`config.mk`:
```
export PLATFORM = sky130hd
export DESIGN_NAME = key_loader_serial_flat
export DESIGN_NICKNAME = d
export VERILOG_FILES = /design/src/rtl/key_loader_pkg.sv /design/src/rtl/key_loader_serial_if.sv /design/src/rtl/crc8_serial.sv /design/src/rtl/key_loader_serial.sv /design/src/flat_wrapper.sv
export SDC_FILE = /design/constraint.sdc
export NUM_CORES = 1
export LEC_CHECK = 0
export ABC_AREA = 1
export CORE_UTILIZATION = 56
export DETAILED_ROUTE_END_ITERATION = 8
export PLACE_DENSITY_LB_ADDON = 0.25
export SLEW_MARGIN = 5
export SYNTH_ARGS = -nofsm -noshare
export SYNTH_HDL_FRONTEND = slang
export SYNTH_SLANG_ARGS = --single-unit
export TNS_END_PERCENT = 1
```
`constraint.sdc`:
```
create_clock -name clk_i -period 4.58 [get_ports clk_i]
set_clock_uncertainty 0.05 [all_clocks]
set_input_delay 1.374 -clock clk_i [delete_from_list [all_inputs] [get_ports clk_i]]
set_output_delay 1.374 -clock clk_i [all_outputs]
set_load 0.1 [all_outputs]
```
`src/rtl/key_loader_pkg.sv`:
```
// Shared types and CRC-8 helper for the serial key loader.
// Polynomial x^8+x^2+x+1, init 0x00, no reflection, no final XOR.
package key_loader_pkg;

    typedef enum logic [2:0] {
        StIdle,
        StShift,
        StCheck,
        StArmed,
        StLockout
    } state_e;

    localparam logic [7:0] CRC_POLY = 8'h07;
    localparam logic [7:0] CRC_INIT = 8'h00;

    // One bit of the serial CRC-8, MSB-first shift register form.
    function automatic logic [7:0] crc8_step(input logic [7:0] crc, input logic din);
        logic fb;
        fb = crc[7] ^ din;
        return {crc[6:0], 1'b0} ^ (fb ? CRC_POLY : 8'h00);
    endfunction

endpackage

```
`src/rtl/key_loader_serial_if.sv`:
```
// Handshake and key-delivery bundle between the provisioning source, the loader
// and the locked core. master = source/consumer side, slave = loader.
interface key_loader_serial_if #(
    parameter int unsigned KEY_W = 32
);
    logic             load_start_i;
    logic             key_bit_i;
    logic             key_valid_i;
    logic             key_ready_o;
    logic [KEY_W-1:0] keyinput_o;
    logic             key_armed_o;
    logic             key_err_o;
    logic             busy_o;
    logic             locked_out_o;

    modport master (
        output load_start_i, key_bit_i, key_valid_i,
        input  key_ready_o, keyinput_o, key_armed_o, key_err_o, busy_o, locked_out_o
    );

    modport slave (
        input  load_start_i, key_bit_i, key_valid_i,
        output key_ready_o, keyinput_o, key_armed_o, key_err_o, busy_o, locked_out_o
    );
endinterface

```
`src/rtl/crc8_serial.sv`:
```
// Bit-serial CRC-8 accumulator (poly 0x07) with synchronous clear.
module crc8_serial
    import key_loader_pkg::*;
(
    input  logic       clk_i,
    input  logic       rst_i,
    input  logic       clear,
    input  logic       enable,
    input  logic       din,
    output logic [7:0] crc
);

    // Accumulate one message bit per enabled cycle; clear wins over enable.
    always_ff @(posedge clk_i or posedge rst_i) begin
        if (rst_i) begin
            crc <= CRC_INIT;
        end else if (clear) begin
            crc <= CRC_INIT;
        end else if (enable) begin
            crc <= crc8_step(crc, din);
        end
    end

endmodule

```
`src/rtl/key_loader_serial.sv`:
```
// Serial key loader: receives KEY_W key bits (LSB first) followed by a CRC-8
// (MSB first), verifies the CRC and presents the key as a held parallel bus.
// Optional lockout after MAX_FAIL consecutive CRC failures: KEY_LOADER_LOCKOUT_EN.
module key_loader_serial
    import key_loader_pkg::*;
#(
    parameter int unsigned KEY_W    = 32,
    parameter int unsigned CRC_W    = 8,
    parameter int unsigned MAX_FAIL = 3
) (
    input logic          clk_i,
    input logic          rst_i,
    key_loader_serial_if.slave bus
);

    localparam int unsigned FRAME_W = KEY_W + CRC_W;
    localparam int unsigned CNT_W   = $clog2(FRAME_W);
    localparam logic [CNT_W-1:0] KEY_BEATS = CNT_W'(KEY_W);
    localparam logic [CNT_W-1:0] LAST_BEAT = CNT_W'(FRAME_W - 1);

    // The CRC engine is hard-wired to 8 bits; a zero fail limit is meaningless.
    if (CRC_W != 8 || MAX_FAIL == 0) begin : g_param_check
        $error("key_loader_serial: CRC_W must be 8 and MAX_FAIL nonzero");
    end

    state_e             state_q, state_d;
    logic [CNT_W-1:0]   cnt_q, cnt_d;
    logic [KEY_W-1:0]   key_sr_q, key_sr_d;
    logic [CRC_W-1:0]   crc_rx_q, crc_rx_d;
    logic [KEY_W-1:0]   key_q, key_d;
    logic               armed_q, armed_d;
    logic               err_q, err_d;
    logic               crc_clear;
    logic               crc_en;
    logic [7:0]         crc_calc;
    logic               transfer;

`ifdef KEY_LOADER_LOCKOUT_EN
    localparam int unsigned FAIL_W = $clog2(MAX_FAIL + 1);
    localparam logic [FAIL_W-1:0] FAIL_MAX = FAIL_W'(MAX_FAIL);
    logic [FAIL_W-1:0]  fail_q, fail_d, fail_next;
`endif

    assign transfer = bus.key_valid_i && (state_q == StShift);

    crc8_serial u_crc (
        .clk_i  (clk_i),
        .rst_i  (rst_i),
        .clear  (crc_clear),
        .enable (crc_en),
        .din    (bus.key_bit_i),
        .crc    (crc_calc)
    );

    // Next-state, datapath and CRC-engine control.
    always_comb begin
        state_d   = state_q;
        cnt_d     = cnt_q;
        key_sr_d  = key_sr_q;
        crc_rx_d  = crc_rx_q;
        key_d     = key_q;
        armed_d   = armed_q;
        err_d     = 1'b0;
        crc_clear = 1'b0;
        crc_en    = 1'b0;
`ifdef KEY_LOADER_LOCKOUT_EN
        fail_d    = fail_q;
        fail_next = (fail_q == FAIL_MAX) ? fail_q : fail_q + 1'b1;
`endif
        case (state_q)
            StIdle, StArmed: begin
                // Re-keying keeps the armed key visible until CHECK decides.
                if (bus.load_start_i) begin
                    state_d   = StShift;
                    cnt_d     = '0;
                    crc_clear = 1'b1;
                end
            end
            StShift: begin
                if (transfer) begin
                    cnt_d = cnt_q + 1'b1;
                    if (cnt_q < KEY_BEATS) begin
                        key_sr_d = {bus.key_bit_i, key_sr_q[KEY_W-1:1]};
                        crc_en   = 1'b1;
                    end else begin
                        crc_rx_d = {crc_rx_q[CRC_W-2:0], bus.key_bit_i};
                    end
                    if (cnt_q == LAST_BEAT) begin
                        state_d = StCheck;
                    end
                end
            end
            StCheck: begin
                if (crc_calc == crc_rx_q) begin
                    key_d   = key_sr_q;
                    armed_d = 1'b1;
                    state_d = StArmed;
`ifdef KEY_LOADER_LOCKOUT_EN
                    fail_d  = '0;
`endif
                end else begin
                    // A bad frame revokes any previously armed key.
                    err_d   = 1'b1;
                    key_d   = '0;
                    armed_d = 1'b0;
`ifdef KEY_LOADER_LOCKOUT_EN
                    fail_d  = fail_next;
                    state_d = (fail_next == FAIL_MAX) ? StLockout : StIdle;
`else
                    state_d = StIdle;
`endif
                end
            end
`ifdef KEY_LOADER_LOCKOUT_EN
            StLockout: begin
                key_d   = '0;
                armed_d = 1'b0;
            end
`endif
            default: state_d = StIdle;
        endcase
    end

    // State and datapath registers with asynchronous reset.
    always_ff @(posedge clk_i or posedge rst_i) begin
        if (rst_i) begin
            state_q  <= StIdle;
            cnt_q    <= '0;
            key_sr_q <= '0;
            crc_rx_q <= '0;
            key_q    <= '0;
            armed_q  <= 1'b0;
            err_q    <= 1'b0;
`ifdef KEY_LOADER_LOCKOUT_EN
            fail_q   <= '0;
`endif
        end else begin
            state_q  <= state_d;
            cnt_q    <= cnt_d;
            key_sr_q <= key_sr_d;
            crc_rx_q <= crc_rx_d;
            key_q    <= key_d;
            armed_q  <= armed_d;
            err_q    <= err_d;
`ifdef KEY_LOADER_LOCKOUT_EN
            fail_q   <= fail_d;
`endif
        end
    end

    // Moore status outputs decoded from the state register.
    always_comb begin
        bus.key_ready_o  = (state_q == StShift);
        bus.busy_o       = (state_q == StShift) || (state_q == StCheck);
        bus.keyinput_o   = key_q;
        bus.key_armed_o  = armed_q;
        bus.key_err_o    = err_q;
`ifdef KEY_LOADER_LOCKOUT_EN
        bus.locked_out_o = (state_q == StLockout);
`else
        bus.locked_out_o = 1'b0;
`endif
    end

endmodule
```
`src/flat_wrapper.sv`:
```
// flat-port wrapper written by rule: the top's interface ports become plain ports
module key_loader_serial_flat import key_loader_pkg::*;
#(
    parameter int unsigned KEY_W    = 32,
    parameter int unsigned CRC_W    = 8,
    parameter int unsigned MAX_FAIL = 3
)
  (clk_i, rst_i, bus_load_start_i, bus_key_bit_i, bus_key_valid_i, bus_key_ready_o, bus_keyinput_o, bus_key_armed_o, bus_key_err_o, bus_busy_o, bus_locked_out_o);
  key_loader_serial_if #(.KEY_W(KEY_W)) bus_i ();
  input logic clk_i;
  input logic rst_i;
  input wire logic [$bits(bus_i.load_start_i)-1:0] bus_load_start_i;
  input wire logic [$bits(bus_i.key_bit_i)-1:0] bus_key_bit_i;
  input wire logic [$bits(bus_i.key_valid_i)-1:0] bus_key_valid_i;
  output wire logic [$bits(bus_i.key_ready_o)-1:0] bus_key_ready_o;
  output wire logic [$bits(bus_i.keyinput_o)-1:0] bus_keyinput_o;
  output wire logic [$bits(bus_i.key_armed_o)-1:0] bus_key_armed_o;
  output wire logic [$bits(bus_i.key_err_o)-1:0] bus_key_err_o;
  output wire logic [$bits(bus_i.busy_o)-1:0] bus_busy_o;
  output wire logic [$bits(bus_i.locked_out_o)-1:0] bus_locked_out_o;
  assign bus_i.load_start_i = bus_load_start_i;
  assign bus_i.key_bit_i = bus_key_bit_i;
  assign bus_i.key_valid_i = bus_key_valid_i;
  assign bus_key_ready_o = bus_i.key_ready_o;
  assign bus_keyinput_o = bus_i.keyinput_o;
  assign bus_key_armed_o = bus_i.key_armed_o;
  assign bus_key_err_o = bus_i.key_err_o;
  assign bus_busy_o = bus_i.busy_o;
  assign bus_locked_out_o = bus_i.locked_out_o;
  key_loader_serial #(.KEY_W(KEY_W), .CRC_W(CRC_W), .MAX_FAIL(MAX_FAIL)) u_core (.clk_i(clk_i), .rst_i(rst_i), .bus(bus_i));
endmodule
```
---- Word-level counts from Yosys, hierarchy flattened ----
Cells that the tools add are included.
W data, S select, Z words.
word-level totals
  bits in registers ....................... 91
  output and inout port bits .............. 37
  word-level logic and storage cells ...... 51
operators by class
  add/sub/neg operators ................... 1
  magnitude comparators ................... 1
  equality and inequality tests ........... 8
  mux-type cells .......................... 20
  bitwise gates (word level) .............. 3
  reduce and logical (&&, ||, !) cells .... 10
operators with widths
  kind                   number
  $mux W32               1
  $mux W8                2
  $mux W3                4
  $mux W6                2
  $pmux W6 S2            1
  $reduce_and A3 Y1      4
  $pmux W3 S3            1
  $eq A8 B8 Y1           1
  $mux W1                8
  $xor A8 B3 Y8          1
  $add A6 B1 Y6 const B  1
  $eq A3 B2 Y1 const B   2
  $eq A6 B6 Y1 const B   1
  $lt A6 B6 Y1 const B   1
  $ne A2 B1 Y1 const B   2
  $reduce_bool A2 Y1     2
  $eq A3 B1 Y1 const B   1
  $logic_not A3 Y1       1
  $mux W2                1
  $ne A2 B2 Y1 const B   1
  $reduce_or A2 Y1       1
  $logic_and A1 B1 Y1    1
  $logic_or A1 B1 Y1     1
  $not A1 Y1             1
  $xor A1 B1 Y1          1

---- Logic depth before layout (Yosys ltp) ----
Gate-level depths: netlist of run 1.
  depth in word-level cells ............... 6
  gate-level depth with buffers ........... 9
  depth with buffers taken out ............ 8

---- Cells and area by module ----
From an unflattened synthesis of run 1, not the netlist that was laid out.
unflattened totals
  cells, all modules ...................... 420
  area total of the unflattened synthesis .. 3877.5 um^2
by module, submodules not included
  module             instances  cells an instance  area an instance (um^2)  seq. area each (um^2)
  key_loader_serial  1          376                3504.6                   2052.0
  crc8_serial        1          44                 372.9                    200.2

---- Worst setup path after synthesis of run 1 ----
No wires, ideal clock.
  kind .................................... reg2out
  start point ............................. register u_core.state_q[0]
  end point ............................... output port bus_busy_o
  data arrival time ....................... 1.365 ns
  required time ........................... 3.156 ns
  setup slack ............................. 1.791 ns
  stages on the path, launching flop included .. 4
  buffers on the path ..................... 0
  path through ............................ dfrtp_1 > inv_1 > ha_1 > inv_1
between the ends
  word-level cells in the longest chain between the ends .. 2
  elaborated cells between the ends (all ways) .. 3
  those cells by class .................... eq/ne: 2; reduce/logical: 1
ends and longest elaborated chain
  what                                                 RTL line                  source
  start, declared                                      key_loader_serial.sv:26   state_e state_q, state_d;
  start signal, assigned                               key_loader_serial.sv:127  state_q <= StIdle;
  start signal, assigned                               key_loader_serial.sv:138  state_q <= state_d;
  $eq A3 B1 Y1 / $eq A3 B2 Y1 (equally long branches)  key_loader_serial.sv:154  bus.busy_o = (state_q == StShift) || (state_q == StCheck);
  $logic_or A1 B1 Y1 *                                 key_loader_serial.sv:154
  end, declared                                        flat_wrapper.sv:19        output wire logic [$bits(bus_i.busy_o)-1:0] bus_busy_o;
Every way passes the cells marked *; elsewhere a longest branch is shown, timed or not.

---- Worst setup path in the final report of run 1 ----
  start point ............................. register u_core.key_q[15] (netlist: u_core.bus.keyinput_o[15])
  end point ............................... output port bus_keyinput_o[15]
RTL lines
  what                    RTL line                  source
  start, declared         key_loader_serial.sv:30   logic [KEY_W-1:0] key_q, key_d;
  start signal, assigned  key_loader_serial.sv:142  key_q <= key_d;
  end, declared           flat_wrapper.sv:16        output wire logic [$bits(bus_i.keyinput_o)-1:0] bus_keyinput_o;
No word-level cell between the ends.

==> impl_metrics.yaml, run 1 <==
synth:
  ys_ff_latch: 90
  synth_compound_area_share_pct: 15.5
  yosysSeqAreaShare_pct: 59.4
  synth_mux_area_share_pct: 0
  synth_xor_area_share_pct: 1.85
  synth_warnings: 0
  synthAdderAreaFrac_pct: 0.991
  synth_area_um2: 3790
  synth_nets: 403
  synthSimpleGateAreaFrac_pct: 13.5
  ys_types: 25
  synth_top_family_by_area: "compound AO/OA/AOI/OAI gates"
  syn_avg_cell_area_um2: 9.59
  syn_inst: 395
clocking:
  clock_path_buffers: 2
  ctsResizeCount: 0
  clock_sinks: 90
  cts_root_buf: "clkbuf_8"
  clk_pin_slew_ns: 0.10
  htree_levels: 3
  clock_latency_ns: 0.35
  postCtsSetupBuffers: 0
  hold_buffers: 0
  cts_tree: "done"
  cts_buffers: 9
finish:
  instances_no_fill: 515
  post-route-util_pct: 68.4
  final_common_cell: "nand2_1"
  n_antenna_cell: 0
  final_cell_mix: "nand2_1, dfrtp_1, inv_1"
  fin_nets: 441
  area_delta_synth_final_pct: 16.0
  nFillCells: 495
  layout-drive-gt1-share_pct: 12.8
critical_path:
  endpoint_kind: "output port"
  critical_path_required_ns: 3.16
  rrSetupSlack_ns: 2.50
  critical_path.slowest_cell: "clkdlybuf4s50_1"
  slowest_delay_ns: 1.15
  timing.critical_path.buf_inv: 1
  path_delay_family: "buffers and inverters"
  critPathKind: "flip-flop to output port"
  cp-start-kind: "flip-flop"
  critPathMaxFanout: 2
  crit_chain: "clkdlybuf4s50_1"
  worstPathArrival_ns: 1.89
sta:
  fmax_ghz: 0.302
  fin_crit_sh_pct: 72.3
  worstMarginPinSlew_ns: 0.991
  finalCriticalPeriod_ns: 3.31
  hold_viol_final: 0
  fin_setup_tns_ns: 0
  relSlewSlack_pct: 33.7
  drv_slew: 0
  finalSetupViolCount: 0
  rsz0062_at_grt: "false"
power:
  leakage_nw: 1.99
  fin_total_pwr_mw: 2.06
  peakVddDrop_mv: 0.283
  power_density_nw_per_um2: 468
floorplan:
  rows: 29
  fp.dieW_um: 84.3
  ios: 42
  initial_utilization_pct: 59.0
  die-area_um2: 7100
  die_h_um: 84.3
  core_area_um2: 6420
global_route:
  overflow: 0
  track_usage_pct: 21.4
  antenna_found_initial: 0
  grt_start_max_net_pins: 66
  grt_pass1_wl_mm: 11.9
  grt_pass1_vias: 2656
route:
  via_per_inst: 5.23
  drtIter0Drc: 180
  wl_mm: 6.89
  num_vias: 2693
  postRouteAntennaNets: 0
  drcViolationCount: 6
  wl_per_cell_um: 13.4
  drtPass1Iterations: 6
placement:
  placedCellCount: 499
  port_buffers: 40
  gp_congestion: 0.793
  dpl.hpwl_mm: 4.53
run_status:
  violations: "DRC"
  status: "finished, violations left"
worst_hold_path:
  hp-class: "flip-flop to flip-flop"
run:
  maxCapViolCount: 0
## sequential cells by signal (all words and copies together) (netlist names)
name / count
u_core.u_crc.crc: 8
u_core.bus.key_err_o: 1
u_core.bus.keyinput_o: 32
u_core.state_q: 2
u_core.bus.key_armed_o: 1
u_core.crc_rx_q: 8
u_core.cnt_q: 6
u_core.key_sr_q: 32
## final timing paths
path	from	end	cells after the start
worst min register to register	u_core.key_sr_q[21]$_DFFE_PP0P_	u_core.key_sr_q[21]$_DFFE_PP0P_	2
max in group asynchronous	rst_i	u_core.key_sr_q[10]$_DFFE_PP0P_	3
worst max-delay path	u_core.bus.keyinput_o[15]$_DFFE_PP0P_	bus_keyinput_o[15]	1
min in group asynchronous	rst_i	u_core.bus.key_err_o$_DFF_PP0_	2
worst min-delay path	u_core.key_sr_q[21]$_DFFE_PP0P_	u_core.key_sr_q[21]$_DFFE_PP0P_	2
worst max register to register	u_core.state_q[0]$_DFFE_PP0P_	u_core.u_crc.crc[1]$_DFFE_PP0P_	5
## through the flow
step           hold WS (ns)  worst slack, ns  cell area [um2]
2_1_floorplan         0.403            0.821             3790
3_3_place_gp          0.415             1.55             4210
3_5_place_dp          0.420             1.49             4210
4_1_cts               0.443             1.26             4400
5_1_grt               0.459             1.24             4400
6_report              0.438             1.27             4400
## cell type report
type                    instances  area [um2]  share of cell area [%]
clock buffers                  10         138                    3.13
flip-flops and latches         90        2250                    51.2
inverters                      60         226                    5.15
well taps                      77        96.3                    2.19
multi-input cells             229        1220                    27.7
clock inverters                 6        47.5                    1.08
repair buffers                 43         418                    9.51
## kinds of logic after synthesis
kind of cell               Yosys count
xor gates and xnor gates             8
buffers and inverters               76
and+or+nand+nor                    125
DFF                                 90
adders and majority gates            3
AOI/OAI and AO/OA                   92
other                                1
## synth_stat cells
cell | n | area (um2)
nand4_1 | 6 | 37.5
a21oi_1 | 8 | 40.0
ha_1 | 3 | 37.5
nand2_1 | 103 | 387
inv_2 | 2 | 7.51
buf_4 | 1 | 7.51
inv_1 | 57 | 214
buf_6 | 4 | 45.0
dfrtp_1 | 90 | 2250
o31ai_1 | 2 | 15.0
nand3_4 | 1 | 17.5
nor2_2 | 2 | 12.5
o22ai_1 | 8 | 50.1
xnor2_1 | 6 | 52.6
nor2_1 | 5 | 18.8
buf_2 | 4 | 20.0
o21ai_0 | 46 | 230
clkbuf_1 | 7 | 26.3
clkinv_1 | 1 | 3.75
a21oi_4 | 1 | 16.3
xor2_1 | 2 | 17.5
conb_1 | 1 | 3.75
o21ai_2 | 27 | 236
nand3_1 | 7 | 35.0
nor3_1 | 1 | 5.00
## per-layer routing
metal  track usage, %  part of all wire, %  wire, um
met5                0                    0         0
met2             35.0                   49      3370
met3             4.03                  3.7       253
met4             9.25                  1.4        93
met1             28.1                   46      3170
## tightest hold or removal path: stages (launching register included)
cell	delay (ns)
dfrtp_1	0.35
nand2_1	0.05
o21ai_0	0.05
## power breakdown
| part | switching [mW] | total (mW) | internal, mW |
|---|---|---|---|
| Combinational | 0.472 | 0.621 | 0.150 |
| Sequential | 0.0584 | 0.936 | 0.878 |
| Clock | 0.284 | 0.501 | 0.217 |
| Total | 0.814 | 2.06 | 1.24 |
(Power assumes the default switching activity.)
==> inputs of run 2 (changes only) <==
CORE_UTILIZATION = 50   (was 56)
clock period = 2.8 ns   (was 4.58 ns; I/O delays follow)
==> run 2 against run 1 <==
Effect of this change: the flow now finishes without violations; combinational power rose by 74%; utilization fell by 8.1 points; via count fell by 4.2%; non-clock buffer count rose by 1; critical endpoint is now bus_busy_o; highest routed layer unchanged.
==> impl_metrics.yaml, run 2 (same netlist as run 1, synthesis figures left out) <==
global_route:
  grt_pass1_wl_mm: 10.9
  met2_usage_pct: 29.4
  grt_util_met3_pct: 3.42
  overflow: 0
  track_usage_pct: 18.2
  antenna_found_initial: 0
  grt_pass1_vias: 2400
  busiest_layer: "met2"
  met1_usage_pct: 24.6
  grt_start_max_net_pins: 91
power:
  power_switching_mw: 1.31
  p_seq_share_pct: 43.8
  sw_frac_of_total_pct: 37.4
  clockPowerShare_pct: 25.2
  p_int_mw: 2.19
  combPwrFrac_pct: 31.0
  leakage_nw: 2.08
  fin_total_pwr_mw: 3.49
  peakVddDrop_mv: 0.349
  power_density_nw_per_um2: 794
placement:
  gp_congestion: 0.803
  dpl.hpwl_mm: 4.27
  port_buffers: 40
finish:
  multi_input_comb_area_um2: 1220
  layout-drive-gt1-share_pct: 20.5
  final_cell_mix: "nand2_1, dfrtp_1, inv_1"
  final_common_cell: "nand2_1"
  n_antenna_cell: 0
  nFillCells: 669
  area_delta_synth_final_pct: 16.1
  fin_nets: 442
  register_area_um2: 2250
floorplan:
  initial_utilization_pct: 52.0
  rows: 31
  fp.dieW_um: 89.0
  core_area_um2: 7290
  die_h_um: 89.0
  ios: 42
  die-area_um2: 7930
critical_path:
  r2r_end: "u_core.bus.keyinput_o[14]$_DFFE_PP0P_"
  path_delay_family: "buffers and inverters"
  timing.critical_path.buf_inv: 3
  slowest_delay_ns: 0.38
  critical_path_required_ns: 1.91
  crit_end: "bus_busy_o"
  crit_top_cell: "inv_1"
  critical_path.slowest_cell: "dfrtp_1"
  r2r-start: "u_core.crc_rx_q[0]$_DFFE_PP0P_"
  rrSetupSlack_ns: 0.95
  worstPathArrival_ns: 1.48
  cp-start-kind: "flip-flop"
  critPathMaxFanout: 4
  critPathKind: "flip-flop to output port"
  worst-r2r-cell-count: 7
  startpoint: "u_core.state_q[0]$_DFFE_PP0P_"
  worst-path-stages: 4
  endpoint_kind: "output port"
  crit_chain: "inv_1 -> ha_1 -> inv_1 -> buf_12"
route:
  via_per_inst: 4.80
  drcViolationCount: 0
  drtPass1Iterations: 5
  wl_mm: 6.47
  postRouteAntennaNets: 0
  wl_per_cell_um: 12.0
  num_vias: 2579
  drtIter0Drc: 143
clocking:
  postCtsSetupBuffers: 0
  cts_tree: "done"
  htree_levels: 3
  cts_buffers: 9
  clock_latency_ns: 0.35
  clock_path_buffers: 2
  clock_sinks: 90
  clk_pin_slew_ns: 0.09
  ctsResizeCount: 0
  hold_buffers: 0
  cts_root_buf: "clkbuf_8"
sta:
  fin_crit_sh_pct: 84.5
  fmax_ghz: 0.423
  worstMarginPinSlew_ns: 0.592
  drv_slew: 0
  hold_viol_final: 0
  relSlewSlack_pct: 60.5
  fin_setup_tns_ns: 0
  finalCriticalPeriod_ns: 2.37
  rsz0062_at_grt: "false"
  finalSetupViolCount: 0
run:
  maxCapViolCount: 0
worst_hold_path:
  hp-class: "flip-flop to flip-flop"
run_status:
  status: "finished, final reports clean"
## run 2: layer usage
| layer | share of wire (%) | up-vias |
|---|---|---|
| met1 | 48 | 1202 |
| met5 | 0 | - |
| li1 | - | 1324 |
| met3 | 4.4 | 10 |
| met2 | 46 | 43 |
| met4 | 1.6 | 0 |
## run 2: stage by stage
stage                     instance area [um2]  util, %  worst slack [ns]  std cells  hold WS, ns
after floorplan                          3790        -             0.545        395        0.403
after global placement                   4200     57.6             0.569        522        0.415
after detailed placement                 4200     57.6             0.515        522        0.419
after CTS                                4400     60.3             0.418        537        0.441
after global routing                     4400     60.3             0.362        537        0.457
final                                    4400     60.3             0.435        537        0.437
## run 2: worst reg2reg max path, delay by kind of cell (launching register included)
kind / cells / cell delay [ns]
AND/OR/NAND/NOR: 5 / 0.81
flip-flops: 1 / 0.42
AO/OA/AOI/OAI: 1 / 0.38
buffers and inverters: 1 / 0.09
## run 2: how the worst min path moves through the flow
stage / startpoint / to / depth (start not counted)
finish: u_core.bus.keyinput_o[28]$_DFFE_PP0P_ / u_core.bus.keyinput_o[28]$_DFFE_PP0P_ / 2
global route: u_core.key_sr_q[15]$_DFFE_PP0P_ / u_core.key_sr_q[15]$_DFFE_PP0P_ / 2
CTS: u_core.bus.keyinput_o[31]$_DFFE_PP0P_ / u_core.bus.keyinput_o[31]$_DFFE_PP0P_ / 2
detailed placement: u_core.bus.keyinput_o[28]$_DFFE_PP0P_ / u_core.bus.keyinput_o[28]$_DFFE_PP0P_ / 2
global placement: u_core.key_sr_q[14]$_DFFE_PP0P_ / u_core.key_sr_q[14]$_DFFE_PP0P_ / 2
floorplan: u_core.key_sr_q[0]$_DFFE_PP0P_ / u_core.key_sr_q[0]$_DFFE_PP0P_ / 2
## run 2: cell type report
type                       count  area share [%]
clock buffer                  10            3.13
tap                           99            2.81
sequential                    90            51.2
clock inverter                 5            1.42
multi-input combinational    229            27.7
timing repair buffer          44            8.59
inverter                      60            5.20
## run 2: power by group through the flow
stage	registers, mW	clock network, mW	logic (mW)
floorplan	1.58	0	0.791
global placement	1.55	0	1.08
detailed placement	1.55	0	1.09
CTS	1.53	0.904	1.09
global route	1.55	0.946	1.19
finish	1.53	0.879	1.08
